--- src/rtl/conv_mac_sched_if.sv ---
// Handshake and memory-address bundle between conv_mac_sched and its datapath.
interface conv_mac_sched_if #(
  parameter int X_MEM_ADDR_WIDTH = 7,
  parameter int F_MEM_ADDR_WIDTH = 5
);
  logic                        conv_start;
  logic                        m_ready_y;
  logic [X_MEM_ADDR_WIDTH-1:0] xmem_rd_addr;
  logic [F_MEM_ADDR_WIDTH-1:0] fmem_rd_addr;
  logic                        acc_clr;
  logic                        acc_en;
  logic                        y_load;
  logic                        m_valid_y;
  logic                        conv_done;
  logic                        busy;

  modport master (
    input  conv_start,
    input  m_ready_y,
    output xmem_rd_addr,
    output fmem_rd_addr,
    output acc_clr,
    output acc_en,
    output y_load,
    output m_valid_y,
    output conv_done,
    output busy
  );

  modport slave (
    output conv_start,
    output m_ready_y,
    input  xmem_rd_addr,
    input  fmem_rd_addr,
    input  acc_clr,
    input  acc_en,
    input  y_load,
    input  m_valid_y,
    input  conv_done,
    input  busy
  );
endinterface

--- src/rtl/conv_mac_sched.sv ---
// MAC sequencing controller for a time-multiplexed valid convolution.
// Define CONV_OVERLAP_EN to overlap the next window with the pending y.
module conv_mac_sched #(
  parameter int X_SIZE           = 128,
  parameter int F_SIZE           = 32,
  parameter int X_MEM_ADDR_WIDTH = $clog2(X_SIZE),
  parameter int F_MEM_ADDR_WIDTH = $clog2(F_SIZE),
  parameter int PIPE_DEPTH       = 1
) (
  input logic              clk,
  input logic              reset,
  conv_mac_sched_if.master bus
);

  localparam int XW = X_MEM_ADDR_WIDTH;
  localparam int FW = F_MEM_ADDR_WIDTH;
  localparam logic [XW-1:0] K_LAST = XW'(X_SIZE - F_SIZE);
  localparam logic [FW-1:0] T_LAST = FW'(F_SIZE - 1);
  localparam logic [1:0]    D_LAST = 2'(PIPE_DEPTH);

`ifdef CONV_OVERLAP_EN
  localparam bit OVERLAP = 1'b1;
`else
  localparam bit OVERLAP = 1'b0;
`endif

  localparam logic [2:0] IDLE  = 3'd0;
  localparam logic [2:0] MAC   = 3'd1;
  localparam logic [2:0] DRAIN = 3'd2;
  localparam logic [2:0] HOLD  = 3'd3;
  localparam logic [2:0] DONE  = 3'd4;

  logic [2:0]    state;
  logic [2:0]    state_nx;
  logic [XW-1:0] k;
  logic [FW-1:0] t;
  logic [1:0]    d;
  logic          arm;
  logic          valid;
  logic [XW-1:0] x_hold;
  logic [FW-1:0] f_hold;
  logic          issue;
  logic          first;
  logic          drain_last;
  logic          stall;
  logic          load;
  logic          hs;
  logic          tok_en;
  logic          tok_clr;

  assign issue      = (state == MAC);
  assign first      = (t == '0);
  assign drain_last = (state == DRAIN) && (d == D_LAST);
  assign hs         = valid && bus.m_ready_y;

  // y register acts as a one-entry buffer: wait until it frees up
  assign stall = OVERLAP && drain_last && valid && !bus.m_ready_y;
  assign load  = drain_last && !stall;

  generate
    if (PIPE_DEPTH == 0) begin : g_nopipe
      assign tok_en  = issue;
      assign tok_clr = issue && first;
    end else begin : g_pipe
      logic [PIPE_DEPTH-1:0] en_q;
      logic [PIPE_DEPTH-1:0] clr_q;

      always_ff @(posedge clk or negedge reset) begin
        if (!reset) begin
          en_q  <= '0;
          clr_q <= '0;
        end else if (!stall) begin
          en_q  <= (en_q << 1) | PIPE_DEPTH'(issue);
          clr_q <= (clr_q << 1) | PIPE_DEPTH'(issue && first);
        end
      end

      assign tok_en  = en_q[PIPE_DEPTH-1];
      assign tok_clr = clr_q[PIPE_DEPTH-1];
    end
  endgenerate

  always_comb begin
    state_nx = state;
    unique case (state)
      IDLE:    if (bus.conv_start && arm) state_nx = MAC;
      MAC:     if (t == T_LAST) state_nx = DRAIN;
      DRAIN: begin
        if (load)
          state_nx = (OVERLAP && k != K_LAST) ? MAC : HOLD;
      end
      HOLD:    if (hs) state_nx = (k == K_LAST) ? DONE : MAC;
      DONE:    state_nx = IDLE;
      default: state_nx = IDLE;
    endcase
  end

  always_ff @(posedge clk or negedge reset) begin
    if (!reset) begin
      state  <= IDLE;
      k      <= '0;
      t      <= '0;
      d      <= '0;
      arm    <= 1'b0;
      valid  <= 1'b0;
      x_hold <= '0;
      f_hold <= '0;
    end else begin
      state <= state_nx;
      if (state == DONE)
        arm <= 1'b0;
      else if (!bus.conv_start)
        arm <= 1'b1;
      unique case (state)
        IDLE: begin
          if (state_nx == MAC) begin
            k <= '0;
            t <= '0;
          end
        end
        MAC: begin
          x_hold <= k + XW'(t);
          f_hold <= t;
          t      <= (t == T_LAST) ? '0 : t + 1'b1;
          d      <= '0;
        end
        DRAIN: begin
          if (!drain_last)
            d <= d + 1'b1;
          else if (load && state_nx == MAC)
            k <= k + 1'b1;
        end
        HOLD: begin
          if (hs && k != K_LAST)
            k <= k + 1'b1;
        end
        default: ;
      endcase
      if (load)
        valid <= 1'b1;
      else if (hs)
        valid <= 1'b0;
    end
  end

  assign bus.xmem_rd_addr = issue ? k + XW'(t) : x_hold;
  assign bus.fmem_rd_addr = issue ? t : f_hold;
  assign bus.acc_en       = tok_en && !stall;
  assign bus.acc_clr      = tok_clr && bus.acc_en;
  assign bus.y_load       = load;
  assign bus.m_valid_y    = valid;
  assign bus.conv_done    = (state == DONE);
  assign bus.busy         = (state != IDLE);

endmodule

--- src/flat_wrapper.sv ---
// flat-port wrapper written by rule: the top's interface ports become plain ports
module conv_mac_sched_flat 
#(
  parameter int X_SIZE           = 128,
  parameter int F_SIZE           = 32,
  parameter int X_MEM_ADDR_WIDTH = $clog2(X_SIZE),
  parameter int F_MEM_ADDR_WIDTH = $clog2(F_SIZE),
  parameter int PIPE_DEPTH       = 1
)
  (clk, reset, bus_conv_start, bus_m_ready_y, bus_xmem_rd_addr, bus_fmem_rd_addr, bus_acc_clr, bus_acc_en, bus_y_load, bus_m_valid_y, bus_conv_done, bus_busy);
  conv_mac_sched_if #(.X_MEM_ADDR_WIDTH(X_MEM_ADDR_WIDTH), .F_MEM_ADDR_WIDTH(F_MEM_ADDR_WIDTH)) bus_i ();
  input logic clk;
  input logic reset;
  input wire logic [$bits(bus_i.conv_start)-1:0] bus_conv_start;
  input wire logic [$bits(bus_i.m_ready_y)-1:0] bus_m_ready_y;
  output wire logic [$bits(bus_i.xmem_rd_addr)-1:0] bus_xmem_rd_addr;
  output wire logic [$bits(bus_i.fmem_rd_addr)-1:0] bus_fmem_rd_addr;
  output wire logic [$bits(bus_i.acc_clr)-1:0] bus_acc_clr;
  output wire logic [$bits(bus_i.acc_en)-1:0] bus_acc_en;
  output wire logic [$bits(bus_i.y_load)-1:0] bus_y_load;
  output wire logic [$bits(bus_i.m_valid_y)-1:0] bus_m_valid_y;
  output wire logic [$bits(bus_i.conv_done)-1:0] bus_conv_done;
  output wire logic [$bits(bus_i.busy)-1:0] bus_busy;
  assign bus_i.conv_start = bus_conv_start;
  assign bus_i.m_ready_y = bus_m_ready_y;
  assign bus_xmem_rd_addr = bus_i.xmem_rd_addr;
  assign bus_fmem_rd_addr = bus_i.fmem_rd_addr;
  assign bus_acc_clr = bus_i.acc_clr;
  assign bus_acc_en = bus_i.acc_en;
  assign bus_y_load = bus_i.y_load;
  assign bus_m_valid_y = bus_i.m_valid_y;
  assign bus_conv_done = bus_i.conv_done;
  assign bus_busy = bus_i.busy;
  conv_mac_sched #(.X_SIZE(X_SIZE), .F_SIZE(F_SIZE), .X_MEM_ADDR_WIDTH(X_MEM_ADDR_WIDTH), .F_MEM_ADDR_WIDTH(F_MEM_ADDR_WIDTH), .PIPE_DEPTH(PIPE_DEPTH)) u_core (.clk(clk), .reset(reset), .bus(bus_i));
endmodule
--- config.mk ---
export PLATFORM = sky130hd
export DESIGN_NAME = conv_mac_sched_flat
export DESIGN_NICKNAME = d
export VERILOG_FILES = /design/src/rtl/conv_mac_sched_if.sv /design/src/rtl/conv_mac_sched.sv /design/src/flat_wrapper.sv
export SDC_FILE = /design/constraint.sdc
export NUM_CORES = 1
export LEC_CHECK = 0
export ABC_AREA = 1
export CAP_MARGIN = 0
export CORE_MARGIN = 2
export CORE_UTILIZATION = 40
export CTS_CLUSTER_SIZE = 28
export DETAILED_ROUTE_END_ITERATION = 12
export GPL_ROUTABILITY_DRIVEN = 0
export PLACE_DENSITY = 0.56
export SLEW_MARGIN = 20
export SYNTH_ARGS = -nofsm -noshare
export SYNTH_HDL_FRONTEND = slang
export SYNTH_SLANG_ARGS = --single-unit
--- constraint.sdc ---
create_clock -name clk -period 3.9 [get_ports clk]
set_clock_uncertainty 0.05 [all_clocks]
set_input_delay 0.78 -clock clk [delete_from_list [all_inputs] [get_ports clk]]
set_output_delay 0.78 -clock clk [all_outputs]
set_load 0.02 [all_outputs]
==> results.json <==
{
  "run_status": "finished clean",
  "worst_slew_margin_rel": 0.708,
  "die_height_um": 72.3,
  "hold_violations": 0,
  "place_worst_setup_slack_ps": 706,
  "post_route_cells_drive_above_1_share": 0.133,
  "cp_cell_sequence": "ha_1, inv_1, fa_1, o21ai_0, nand2_1, nand2_1, nand2_1, nand2_1, nand3_1, nand2_1, clkdlybuf4s50_1",
  "syn_nets": 237,
  "route.final.wire_length_um": 3700,
  "via_per_inst": 4.88,
  "grt.overflow.total": 0,
  "clock_tree_from_tritoncts": "yes",
  "flow.area_growth_from_synthesis_pct": 21.9,
  "detailed_place_hpwl_um": 2630,
  "cts.sink_count": 33,
  "antennaDiodeCount": 0,
  "grt_first_pass_wirelength_um": 6460,
  "core_ar_mm2": 0.00441,
  "grt.total_usage": 0.164,
  "critical-path-slowest-cell": "sky130_fd_sc_hd__clkdlybuf4s50_1",
  "cts_hold_repair.buffers": 0,
  "slew_viol_final": 0,
  "worst_setup_path_end_kind": "primary output",
  "antenna_found_initial": 0,
  "dr_total_vias": 1469,
  "multi_input_comb_area_um2": 913,
  "static-leakage-power_nw": 1.09,
  "crit_type": "reg -> out",
  "grt_start_max_net_pins": 34,
  "power.share.clock": 0.232,
  "sequential_cell_area_um2": 826,
  "worst-slew-pin-transition_ps": 438,
  "dr.pass1.iters": 4,
  "internal_power_mw": 0.980,
  "cts_buf_count": 5,
  "grt_pass1_vias": 1415,
  "crit_buf_inv": 2,
  "path_clk_slew_ps": 70,
  "power_mw": 1.67,
  "floorplan.io_pins": 22,
  "path_delay_family": "buffers and inverters",
  "final_cell_count_no_fill": 301,
  "fin_tns_setup_ps": 0,
  "pwr-share-seq": 0.293,
  "crit_path_frequent_cell": "sky130_fd_sc_hd__nand2_1",
  "starting_utilization_of_the_core_area": 0.423,
  "final_period_minus_worst_setup_slack_ps": 3510,
  "share_of_the_cycle_needed_by_the_critical_path_after_routing": 0.900,
  "timing.critical_path.from_type": "register",
  "p_switching_mw": 0.695,
  "power.combinational.fraction": 0.474,
  "timing.critical_path.slowest_cell_delay_ps": 600,
  "fin_hold_ws_ps": 429,
  "netSwitchingFraction": 0.415,
  "max-vdd-ir-drop_uv": 521,
  "setup-violations-final": 0,
  "floorplan.die_area_mm2": 0.00523,
  "power_per_cell_area_mw_per_mm2": 736,
  "synth-seq-cells": 33,
  "yosysWarningCount": 0,
  "floorplan.die.width_um": 72.3,
  "std_cell_rows": 24,
  "clock_tree.htree_level_count": 2,
  "max-clock-path-buffers": 2,
  "drc_errors": 0,
  "nFillCells": 422,
  "portBuffers": 21,
  "post_cts_repair_resize_count": 0,
  "post-place-cells": 293,
  "final_critical_path_setup_slack_ps": 391,
  "synthesis.instances": 221,
  "num-nets-final": 264,
  "drtIter0Drc": 68,
  "holdCritPathClass": "reg -> reg",
  "cts_root_buf": "sky130_fd_sc_hd__clkbuf_8",
  "synth.lib_cells_used.distinct": 30,
  "unrepaired_setup_endpoints_after_global_routing": "no",
  "cap_violations": 0,
  "clk-insertion-delay-late_ps": 290,
  "critical_path_arrival_ps": 2680,
  "cp_max_fanout": 6,
  "max_freq_mhz": 285,
  "post_drt_antenna_nets": 0,
  "wl_per_cell_um": 12.3,
  "syn_area_per_cell_um2": 8.45,
  "post_cts.repair.setup_buffers": 0,
  "critPathRequiredTime_ps": 3070,
  "cell_area_after_technology_mapping_mm2": 0.00187,
  "ys_seq_area_frac": 0.442
}
[worst paths after layout]
| kind | from | depth (start not counted) | to | slack (ps) |
|---|---|---|---|---|
| max | u_core.k[0] | 11 | bus_xmem_rd_addr[6] | 390 |
| max reg2reg | u_core.k[0] | 9 | u_core.x_hold[6] | 1970 |
| min | u_core.x_hold[6] | 2 | u_core.x_hold[6] | 430 |
| min in group asynchronous | reset | 2 | u_core.d[1] | 850 |
| max in group asynchronous | reset | 2 | u_core.x_hold[0] | 2640 |
| min reg2reg | u_core.x_hold[6] | 2 | u_core.x_hold[6] | 430 |
[power by group through the flow]
stage	sequential, mW	combinational, mW	clock (mW)
finish	0.491	0.794	0.389
detailed placement	0.499	0.801	0
global placement	0.497	0.800	0
floorplan	0.499	0.533	0
global route	0.506	0.877	0.411
CTS	0.493	0.804	0.400
[area by class of cell]
| type | count | area share |
|---|---|---|
| multi-input combinational | 154 | 0.401 |
| sequential | 33 | 0.363 |
| clock inverter | 3 | 0.0286 |
| clock buffer | 5 | 0.0302 |
| inverter | 32 | 0.0528 |
| timing repair buffer | 22 | 0.0957 |
| tap | 52 | 0.0286 |
[cells in the final DEF (no fill, tap or decap), types with 2 or more instances in the layout]
master / netlist / final
sky130_fd_sc_hd__a21o_1: 2 / 2
sky130_fd_sc_hd__dfrtp_1: 33 / 33
sky130_fd_sc_hd__nand2_1: 45 / 45
sky130_fd_sc_hd__o21ai_1: 2 / 2
sky130_fd_sc_hd__nand3_1: 18 / 18
sky130_fd_sc_hd__bufinv_16: 0 / 2
sky130_fd_sc_hd__nor3_1: 3 / 3
sky130_fd_sc_hd__inv_1: 29 / 29
sky130_fd_sc_hd__inv_2: 3 / 3
sky130_fd_sc_hd__nand2_2: 12 / 12
sky130_fd_sc_hd__ha_1: 11 / 11
sky130_fd_sc_hd__clkbuf_8: 0 / 5
sky130_fd_sc_hd__o21ai_0: 19 / 19
sky130_fd_sc_hd__xor2_1: 5 / 5
sky130_fd_sc_hd__nand2_8: 2 / 2
sky130_fd_sc_hd__nor2_2: 2 / 2
sky130_fd_sc_hd__a21oi_1: 6 / 6
sky130_fd_sc_hd__clkdlybuf4s50_1: 0 / 21
sky130_fd_sc_hd__nor2_1: 14 / 14
[Yosys cell counts (all sizes together)]
| master | count | area (um2) |
|---|---|---|
| nor3 | 4 | 25.0 |
| fa | 1 | 20.0 |
| nand2 | 60 | 295 |
| nor2 | 17 | 76.3 |
| o22ai | 1 | 6.26 |
| inv | 32 | 120 |
| xnor2 | 1 | 8.76 |
| o21ai | 22 | 114 |
| clkbuf | 2 | 7.51 |
| a21oi | 7 | 46.3 |
| xor2 | 5 | 43.8 |
| a31oi | 1 | 6.26 |
| a21o | 2 | 15.0 |
| a22oi | 1 | 7.51 |
| nand4 | 1 | 6.26 |
| o21a | 1 | 7.51 |
| ha | 11 | 138 |
| nand3b | 1 | 7.51 |
| dfrtp | 33 | 826 |
| nand3 | 18 | 90.1 |
[worst min-delay path: cells and delay by family (launching register included)]
kind | cells | cell delay [ps]
AND/OR/NAND/NOR | 2 | 120
flip-flops | 1 | 320
[routing by layer]
metal	track usage	share of wire
met4	0.0692	0.018
met1	0.217	0.49
met3	0.0431	0.044
met5	0	0
met2	0.254	0.44
[cells by family (layout without fill, tap and decap cells)]
family	count (synthesis)	in the layout	synth area share
AND/OR/NAND/NOR	101	101	0.268
XOR/XNOR	6	6	0.0281
buffers and inverters	34	62	0.0684
adder cells (fa/ha/maj)	12	12	0.0844
AO/OA/AOI/OAI	35	35	0.109
flip-flops	33	33	0.442
[registers in the layout, summed over array words and instances (netlist names)]
name / flops
u_core.k: 7
u_core.x_hold: 7
u_core.f_hold: 5
u_core.t: 5
u_core.state: 3
u_core.d: 2
u_core.arm: 1
u_core.bus.acc_en: 1
u_core.bus.m_valid_y: 1
u_core.g_pipe.clr_q: 1
[per-stage QoR]
stage	area [um2]	utilization
finish	2280	0.516
global route	2280	0.516
CTS	2280	0.516
detailed placement	2140	0.485
global placement	2140	0.485
floorplan	1870	-
Note: power is estimated with default switching activity, not from simulation.
